## src/rtl/dpram_port_arbiter_if.sv

```systemverilog
// Requester and RAM port-A signals for the two-requester arbiter.
// The slave side is the arbiter; the master side is the surrounding system.
interface dpram_port_arbiter_if #(
    parameter int ADDR_W = 8,
    parameter int DATA_W = 8
);
    logic              req0;
    logic              req1;
    logic              we0;
    logic              we1;
    logic [ADDR_W-1:0] addr0;
    logic [ADDR_W-1:0] addr1;
    logic [DATA_W-1:0] wdata0;
    logic [DATA_W-1:0] wdata1;
    logic              ack0;
    logic              ack1;
    logic              rvalid0;
    logic              rvalid1;
    logic [DATA_W-1:0] rdata;
    logic [ADDR_W-1:0] mem_addr;
    logic [DATA_W-1:0] mem_wdata;
    logic              mem_wren;
    logic              mem_rden;
    logic [DATA_W-1:0] mem_q;

    modport slave (
        input  req0, req1, we0, we1,
        input  addr0, addr1, wdata0, wdata1,
        input  mem_q,
        output ack0, ack1, rvalid0, rvalid1,
        output rdata,
        output mem_addr, mem_wdata, mem_wren, mem_rden
    );

    modport master (
        output req0, req1, we0, we1,
        output addr0, addr1, wdata0, wdata1,
        output mem_q,
        input  ack0, ack1, rvalid0, rvalid1,
        input  rdata,
        input  mem_addr, mem_wdata, mem_wren, mem_rden
    );
endinterface

```

## src/rtl/dpram_port_arbiter.sv

```systemverilog
// Round-robin arbiter with burst allowance sharing RAM port A
// between two requesters; fixed two-cycle read-data return.
module dpram_port_arbiter #(
    parameter int ADDR_W    = 8,
    parameter int DATA_W    = 8,
    parameter int MAX_BURST = 4
) (
    input logic           clock,
    input logic           reset_n,
    dpram_port_arbiter_if.slave bus
);

    localparam int CW = $clog2(MAX_BURST + 1);
    typedef logic [CW-1:0] cnt_t;
    localparam cnt_t MAXC = cnt_t'(MAX_BURST);

    logic owner;
    cnt_t burst_cnt;
    logic sat;
    logic sel;
    logic hs;
    logic sel_we;
    logic rd_v;
    logic rd_id;

    // sel: 0 = requester 0, 1 = requester 1
    always_comb begin
        sat      = (burst_cnt >= MAXC);
        sel      = bus.req1;
        if (bus.req0 && bus.req1) begin
            sel = sat ? ~owner : owner;
        end
        hs       = reset_n & (bus.req0 | bus.req1);
        bus.ack0 = hs & ~sel;
        bus.ack1 = hs & sel;
        sel_we   = sel ? bus.we1 : bus.we0;
    end

    always_ff @(posedge clock or negedge reset_n) begin
        if (!reset_n) begin
            owner     <= 1'b0;
            burst_cnt <= '0;
        end else if (hs) begin
            if (sel == owner) begin
                if (!sat) begin
                    burst_cnt <= burst_cnt + cnt_t'(1);
                end
            end else begin
                owner     <= sel;
                burst_cnt <= cnt_t'(1);
            end
        end
    end

    always_ff @(posedge clock or negedge reset_n) begin
        if (!reset_n) begin
            bus.mem_addr  <= '0;
            bus.mem_wdata <= '0;
            bus.mem_wren  <= 1'b0;
            bus.mem_rden  <= 1'b0;
        end else begin
            bus.mem_wren <= hs & sel_we;
            bus.mem_rden <= hs & ~sel_we;
            if (hs) begin
                bus.mem_addr <= sel ? bus.addr1 : bus.addr0;
            end
            if (hs && sel_we) begin
                bus.mem_wdata <= sel ? bus.wdata1 : bus.wdata0;
            end
        end
    end

    // Stage 1 tracks the issued read, stage 2 lines up with mem_q
    always_ff @(posedge clock or negedge reset_n) begin
        if (!reset_n) begin
            rd_v        <= 1'b0;
            rd_id       <= 1'b0;
            bus.rvalid0 <= 1'b0;
            bus.rvalid1 <= 1'b0;
        end else begin
            rd_v        <= hs & ~sel_we;
            rd_id       <= sel;
            bus.rvalid0 <= rd_v & ~rd_id;
            bus.rvalid1 <= rd_v & rd_id;
        end
    end

    assign bus.rdata = bus.mem_q;

endmodule

```

## src/flat_wrapper.sv

```systemverilog
// flat-port wrapper written by rule: the top's interface ports become plain ports
module dpram_port_arbiter_flat 
#(
    parameter int ADDR_W    = 8,
    parameter int DATA_W    = 8,
    parameter int MAX_BURST = 4
)
  (clock, reset_n, bus_req0, bus_req1, bus_we0, bus_we1, bus_addr0, bus_addr1, bus_wdata0, bus_wdata1, bus_mem_q, bus_ack0, bus_ack1, bus_rvalid0, bus_rvalid1, bus_rdata, bus_mem_addr, bus_mem_wdata, bus_mem_wren, bus_mem_rden);
  dpram_port_arbiter_if #(.ADDR_W(ADDR_W), .DATA_W(DATA_W)) bus_i ();
  input logic clock;
  input logic reset_n;
  input wire logic [$bits(bus_i.req0)-1:0] bus_req0;
  input wire logic [$bits(bus_i.req1)-1:0] bus_req1;
  input wire logic [$bits(bus_i.we0)-1:0] bus_we0;
  input wire logic [$bits(bus_i.we1)-1:0] bus_we1;
  input wire logic [$bits(bus_i.addr0)-1:0] bus_addr0;
  input wire logic [$bits(bus_i.addr1)-1:0] bus_addr1;
  input wire logic [$bits(bus_i.wdata0)-1:0] bus_wdata0;
  input wire logic [$bits(bus_i.wdata1)-1:0] bus_wdata1;
  input wire logic [$bits(bus_i.mem_q)-1:0] bus_mem_q;
  output wire logic [$bits(bus_i.ack0)-1:0] bus_ack0;
  output wire logic [$bits(bus_i.ack1)-1:0] bus_ack1;
  output wire logic [$bits(bus_i.rvalid0)-1:0] bus_rvalid0;
  output wire logic [$bits(bus_i.rvalid1)-1:0] bus_rvalid1;
  output wire logic [$bits(bus_i.rdata)-1:0] bus_rdata;
  output wire logic [$bits(bus_i.mem_addr)-1:0] bus_mem_addr;
  output wire logic [$bits(bus_i.mem_wdata)-1:0] bus_mem_wdata;
  output wire logic [$bits(bus_i.mem_wren)-1:0] bus_mem_wren;
  output wire logic [$bits(bus_i.mem_rden)-1:0] bus_mem_rden;
  assign bus_i.req0 = bus_req0;
  assign bus_i.req1 = bus_req1;
  assign bus_i.we0 = bus_we0;
  assign bus_i.we1 = bus_we1;
  assign bus_i.addr0 = bus_addr0;
  assign bus_i.addr1 = bus_addr1;
  assign bus_i.wdata0 = bus_wdata0;
  assign bus_i.wdata1 = bus_wdata1;
  assign bus_i.mem_q = bus_mem_q;
  assign bus_ack0 = bus_i.ack0;
  assign bus_ack1 = bus_i.ack1;
  assign bus_rvalid0 = bus_i.rvalid0;
  assign bus_rvalid1 = bus_i.rvalid1;
  assign bus_rdata = bus_i.rdata;
  assign bus_mem_addr = bus_i.mem_addr;
  assign bus_mem_wdata = bus_i.mem_wdata;
  assign bus_mem_wren = bus_i.mem_wren;
  assign bus_mem_rden = bus_i.mem_rden;
  dpram_port_arbiter #(.ADDR_W(ADDR_W), .DATA_W(DATA_W), .MAX_BURST(MAX_BURST)) u_core (.clock(clock), .reset_n(reset_n), .bus(bus_i));
endmodule
```

## config.mk

```make
export PLATFORM = sky130hd
export DESIGN_NAME = dpram_port_arbiter_flat
export DESIGN_NICKNAME = d
export VERILOG_FILES = /design/src/rtl/dpram_port_arbiter_if.sv /design/src/rtl/dpram_port_arbiter.sv /design/src/flat_wrapper.sv
export SDC_FILE = /design/constraint.sdc
export NUM_CORES = 1
export LEC_CHECK = 0
export ABC_AREA = 1
export CAP_MARGIN = 20
export CELL_PAD_IN_SITES_DETAIL_PLACEMENT = 0
export CELL_PAD_IN_SITES_GLOBAL_PLACEMENT = 2
export CORE_UTILIZATION = 19
export CTS_CLUSTER_DIAMETER = 80
export DETAILED_ROUTE_END_ITERATION = 8
export GPL_TIMING_DRIVEN = 0
export PLACE_DENSITY = 0.87
export SKIP_CTS_REPAIR_TIMING = 1
export SLEW_MARGIN = 0
export SYNTH_ARGS = -nofsm -noshare
export SYNTH_HDL_FRONTEND = slang
export SYNTH_SLANG_ARGS = --single-unit
```

## constraint.sdc

```tcl
create_clock -name clock -period 1.4 [get_ports clock]
set_clock_uncertainty 0.2 [all_clocks]
set_input_delay 0.21 -clock clock [delete_from_list [all_inputs] [get_ports clock]]
set_output_delay 0.21 -clock clock [all_outputs]
set_load 0.05 [all_outputs]
```

==> results.cfg, run 1 <==
[place]
dp_cells = 337
dp_hpwl_um = 2870
place_ws_ps = -1790
numPortBuffers = 67
place.gp.congestion = 0.697

[route]
wl_um = 4130
drt-initial-drc-count = 30
drtPass1Iterations = 6
ant_nets = 0
wl_per_cell_um = 11.5
drc = 2
vias = 1425
vias_per_cell = 3.97

[synthesis]
synth-xor-area-share_pct = 0.619
syn_nets = 218
synth_area_per_cell_sq_um = 8.32
synthAdderAreaFrac_pct = 1.77
synth-async-reset-ratio_pct = 100
postSynthCellCount = 170
synth_top_area_cell = dfrtp_1
synth_edf_count = 0
ys.flop_type = dfrtp_1
synth_compound_area_share_pct = 1.15
netlist_top_cells_count = 55 x nand2_1, 34 x nand3_1, 25 x dfrtp_1
synth_area_sq_um = 1420
yosysMostFrequentCell = nand2_1
synth_seq_cells = 25
synth_cell_types = 19
ys_seq_area_share_pct = 44.2
synth_top_area_share_pct = 44.2
ys_warn_count = 0
synth_top_family_by_area = simple AND/OR/NAND/NOR gates
synth_top_cells_by_area = dfrtp_1 44%, nand2_1 15%, nand3_1 12%, nand2_2 5.7%, buf_4 5.3%
synth.area.mux_share_pct = 0
synth_simple_gate_area_share_pct = 41.6

[layout]
multiInputGateArea_sq_um = 718
stdcell_count = 359
drive_above_1_share_pct = 34.2
regArea_sq_um = 626
fillCellCount = 798
antenna_cells = 0
nNetsFinal = 309
areaGrowthSynthToFinish_pct = 71.4

[min_path]
hold_path.class = in2reg
hp-start = bus_req1
min_path_cells = 3

[worst_setup_path]
worst_setup_path_start_kind = flip-flop
rr_startpoint = u_core.burst_cnt[2]$_DFFE_PN0P_
reg2regPathDepth = 10
cp-startpoint = u_core.burst_cnt[2]$_DFFE_PN0P_
critPathRequiredTime_ps = 990
crit_fanout = 5
r2r_slack_ps = -250
arrival_ps = 1430
path_class = reg2out
end_kind = primary output

[status]
status = complete, but fails checks
failed_checks = DRC, setup timing

[run]
maxCapViolCount = 0

[sta]
min_period_ps = 1840
tightest_slew_ps = 678
setup_viol = 22
slew_violations = 0
rsz0062_at_grt = yes
relSlewSlack_pct = 54.6
timing.fmax_mhz = 543
min_period_over_period_pct = 131
timing.final.ws_setup_ps = -441
final_hold_viol_count = 0

[clock_network]
clock_latency_ps = 270
cts_buffers = 3
cts_num_sinks = 25
cts_tree = built
cts-root-buf = clkbuf_8
h-tree-depth = 1
clk_pin_slew_ps = 100
clk_path_buf_depth = 2

[die]
ioPinCount = 76
num_rows = 31
die_area_sq_um = 7800
initial_core_util_pct = 19.6
die_w_um = 88.3
coreArea_sq_um = 7210
die_y_um = 88.3

[grt]
grt_usage_pct = 10.2
grt_start_max_net_pins = 16
antenna_found_initial = 0
first_global_vias = 1354
grt_pass1_wl_um = 6130
overflow = 0

[power_and_ir_drop]
p_leak_nw = 1.28
power.density_nw_per_um2 = 1210
ir_drop_mv = 0.402
critical path, stage by stage, from the launching register on:
cell	delay [ps]
dfrtp_1	430
inv_2	80
nand2_1	90
nand3_4	100
nand2_4	80
nor2_4	200
buf_8	170
placed cells by master, fill, tap and decap left out, drive strengths merged:
cell type	instances
and2	1
buf	30
clkbuf	23
clkdlybuf4s50	34
clkinv	1
clkinvlp	1
dfrtp	25
dlygate4sd3	2
dlymetal6s2s	10
ha	2
inv	13
nand2	69
nand3	41
nor2	5
o21ai	1
o21bai	1
xor2	1
sequential cells by signal, summed over array words and instances (netlist names):
signal	cells
u_core.burst_cnt	3
u_core.rd_id	1
u_core.bus.rvalid0	1
u_core.bus.mem_rden	1
u_core.bus.mem_addr	8
u_core.bus.mem_wren	1
u_core.bus.rvalid1	1
u_core.bus.mem_wdata	8
u_core.owner	1
power breakdown:
part           switching, mW  internal, mW  leakage (nW)
combinational          0.978         0.516         0.940
sequential             0.105         0.885         0.318
clock                  0.248         0.202        0.0217
total                   1.33          1.60          1.28
kinds of logic after synthesis:
group,after synthesis
fa+ha+maj,2
buf+inv,26
xor+xnor,1
compound gates,2
flops,25
simple gates,114
per-layer routing:
layer	up-vias	wire, um	global-route usage (%)
met4	0	22	1.76
li1	714	-	-
met5	-	0	0
met3	2	304	2.80
met2	60	2090	18.2
met1	649	1720	12.4
final timing paths:
kind / endpoint
max: bus_ack1
min: u_core.rd_id$_DFF_PN0_
max reg2reg: u_core.bus.mem_addr[2]$_DFFE_PN0P_
min reg2reg: u_core.bus.rvalid0$_DFF_PN0_
max in group asynchronous: u_core.bus.mem_wdata[3]$_DFFE_PN0P_
min in group asynchronous: u_core.bus.rvalid0$_DFF_PN0_
layout make-up:
cell class / instances / area share [%]
timing repair buffer: 84 / 31.2
sequential: 25 / 25.8
clock inverter: 1 / 0.310
clock buffer: 3 / 1.70
inverter: 14 / 2.27
buffer: 12 / 4.02
multi-input combinational: 121 / 29.6
tap: 99 / 5.11
through the flow:
stage	power (mW)	TNS, ps	cell area [sq um]	utilization [%]	hold slack [ps]
2_1_floorplan	1.93	-779	1420	-	-286
3_3_place_gp	2.44	-49150	2210	30.7	213
3_5_place_dp	2.46	-26650	2240	31.1	218
4_1_cts	2.93	-26840	2290	31.8	166
5_1_grt	3.13	-6700	2420	33.6	253
6_report	2.93	-4370	2420	33.6	231
No activity file was read; power rests on OpenSTA's default activity.
==> inputs of run 2 (changes only) <==
--- a/config.mk
+++ b/config.mk
@@ -9,11 +9,12 @@
 export CAP_MARGIN = 20
 export CELL_PAD_IN_SITES_DETAIL_PLACEMENT = 0
 export CELL_PAD_IN_SITES_GLOBAL_PLACEMENT = 2
-export CORE_UTILIZATION = 19
+export CORE_UTILIZATION = 25
 export CTS_CLUSTER_DIAMETER = 80
 export DETAILED_ROUTE_END_ITERATION = 8
+export DONT_BUFFER_PORTS = 1
 export GPL_TIMING_DRIVEN = 0
-export PLACE_DENSITY = 0.87
+export PLACE_DENSITY = 0.74
 export SKIP_CTS_REPAIR_TIMING = 1
 export SLEW_MARGIN = 0
 export SYNTH_ARGS = -nofsm -noshare
==> results.cfg, run 2 (synthesized netlist as in run 1, its figures left out) <==
[run]
maxCapViolCount = 0

[layout]
areaGrowthSynthToFinish_pct = 35.1
fin_util_pct = 34.9
nNetsFinal = 252
largestRegisters = u_core.bus.mem_addr x8, u_core.bus.mem_wdata x8, u_core.burst_cnt x3
final_area_sq_um = 1910
layout_common_cells = 52 x nand2_1, 29 x nand3_1, 25 x dfrtp_1
final_common_cell = nand2_1
drive_above_1_share_pct = 30.5
antenna_cells = 0

[sta]
slew_violations = 0
min_period_ps = 1820
timing.final.ws_setup_ps = -424
relSlewSlack_pct = 66.9
rsz0062_at_grt = yes
final_hold_viol_count = 6
setup_viol = 22
tightest_slew_ps = 496
hold_ws_ps = -65.5
timing.fmax_mhz = 548
min_period_over_period_pct = 130

[route]
drc = 0
wl_um = 3760
vias = 1242
drt-initial-drc-count = 29
ant_nets = 0
drtPass1Iterations = 4
vias_per_cell = 4.52
wl_per_cell_um = 13.7

[power_and_ir_drop]
finalPower_mw = 2.67
power.density_nw_per_um2 = 1400
p_leak_nw = 0.954
ir_drop_mv = 0.501

[die]
die_area_sq_um = 5970
die_w_um = 77.2
coreArea_sq_um = 5470
die_y_um = 77.2
ioPinCount = 76
initial_core_util_pct = 25.9
num_rows = 27

[clock_network]
clock_latency_ps = 260
cts_num_sinks = 25
clk_path_buf_depth = 2
clk_pin_slew_ps = 90
cts_tree = built
h-tree-depth = 1
cts_buffers = 3
cts-root-buf = clkbuf_8

[worst_setup_path]
critPathRequiredTime_ps = 990
worst_setup_path_start_kind = flip-flop
arrival_ps = 1410
crit_fanout = 5
rr_startpoint = u_core.burst_cnt[2]$_DFFE_PN0P_
cp-startpoint = u_core.burst_cnt[2]$_DFFE_PN0P_
end_kind = primary output
path_class = reg2out

[grt]
grt_pass1_wl_um = 5380
grt_start_max_net_pins = 27
first_global_vias = 1095
overflow = 0
grt_usage_pct = 11.6
antenna_found_initial = 0

[min_path]
hold_path.class = in2reg
hp-start = bus_req1

[status]
status = complete, but fails checks
failed_checks = hold timing, setup timing

[place]
place.gp.congestion = 0.672
dp_hpwl_um = 2340
placed_area_sq_um = 1510
numPortBuffers = 0
[run 2: critical path, stage by stage, from the launching register on]
cell and delay [ps]:
dfrtp_1 410, inv_2 80, nand2_2 60, nand3_4 100, nand2_4 90, nor2_4 390
[run 2: per-stage QoR]
| stage | std cells | setup slack (ps) | setup TNS, ps |
|---|---|---|---|
| 6_report | 275 | -424 | -3180 |
| 3_3_place_gp | 242 | -284 | -4120 |
| 3_5_place_dp | 242 | -297 | -4130 |
| 4_1_cts | 246 | -504 | -5090 |
| 5_1_grt | 275 | -501 | -5230 |
| 2_1_floorplan | 170 | -82.0 | -779 |
[run 2: metal layers]
| layer | vias up | routed length (um) | global-route usage [%] |
|---|---|---|---|
| met3 | 2 | 262 | 5.00 |
| met4 | 0 | 13 | 1.70 |
| met2 | 60 | 1740 | 19.6 |
| met5 | - | 0 | 0 |
| li1 | 609 | - | - |
| met1 | 571 | 1750 | 13.8 |
[run 2: cell type report]
class	instances	area [sq um]
Tap cell	72	90.1
Clock buffer	4	45.0
Inverter	14	55.1
Timing Repair Buffer	25	245
Sequential cell	25	626
Multi-Input combinational cell	123	753
Buffer	12	97.6
Fill cell	587	3560
[run 2: worst paths after layout]
path,slack [ps],cells after the start,end
max,-420,5,bus_ack1
min,-70,2,u_core.rd_id$_DFF_PN0_
max reg2reg,-220,7,u_core.bus.mem_addr[6]$_DFFE_PN0P_
min reg2reg,220,1,u_core.bus.rvalid0$_DFF_PN0_
max in group asynchronous,670,2,u_core.bus.mem_addr[1]$_DFFE_PN0P_
min in group asynchronous,170,2,u_core.bus.mem_wdata[3]$_DFFE_PN0P_
[run 2: power breakdown]
group	total, mW	switching (mW)	internal [mW]
Sequential	1.44	0.560	0.878
Combinational	0.797	0.475	0.322
Clock	0.436	0.233	0.204
Total	2.67	1.27	1.40
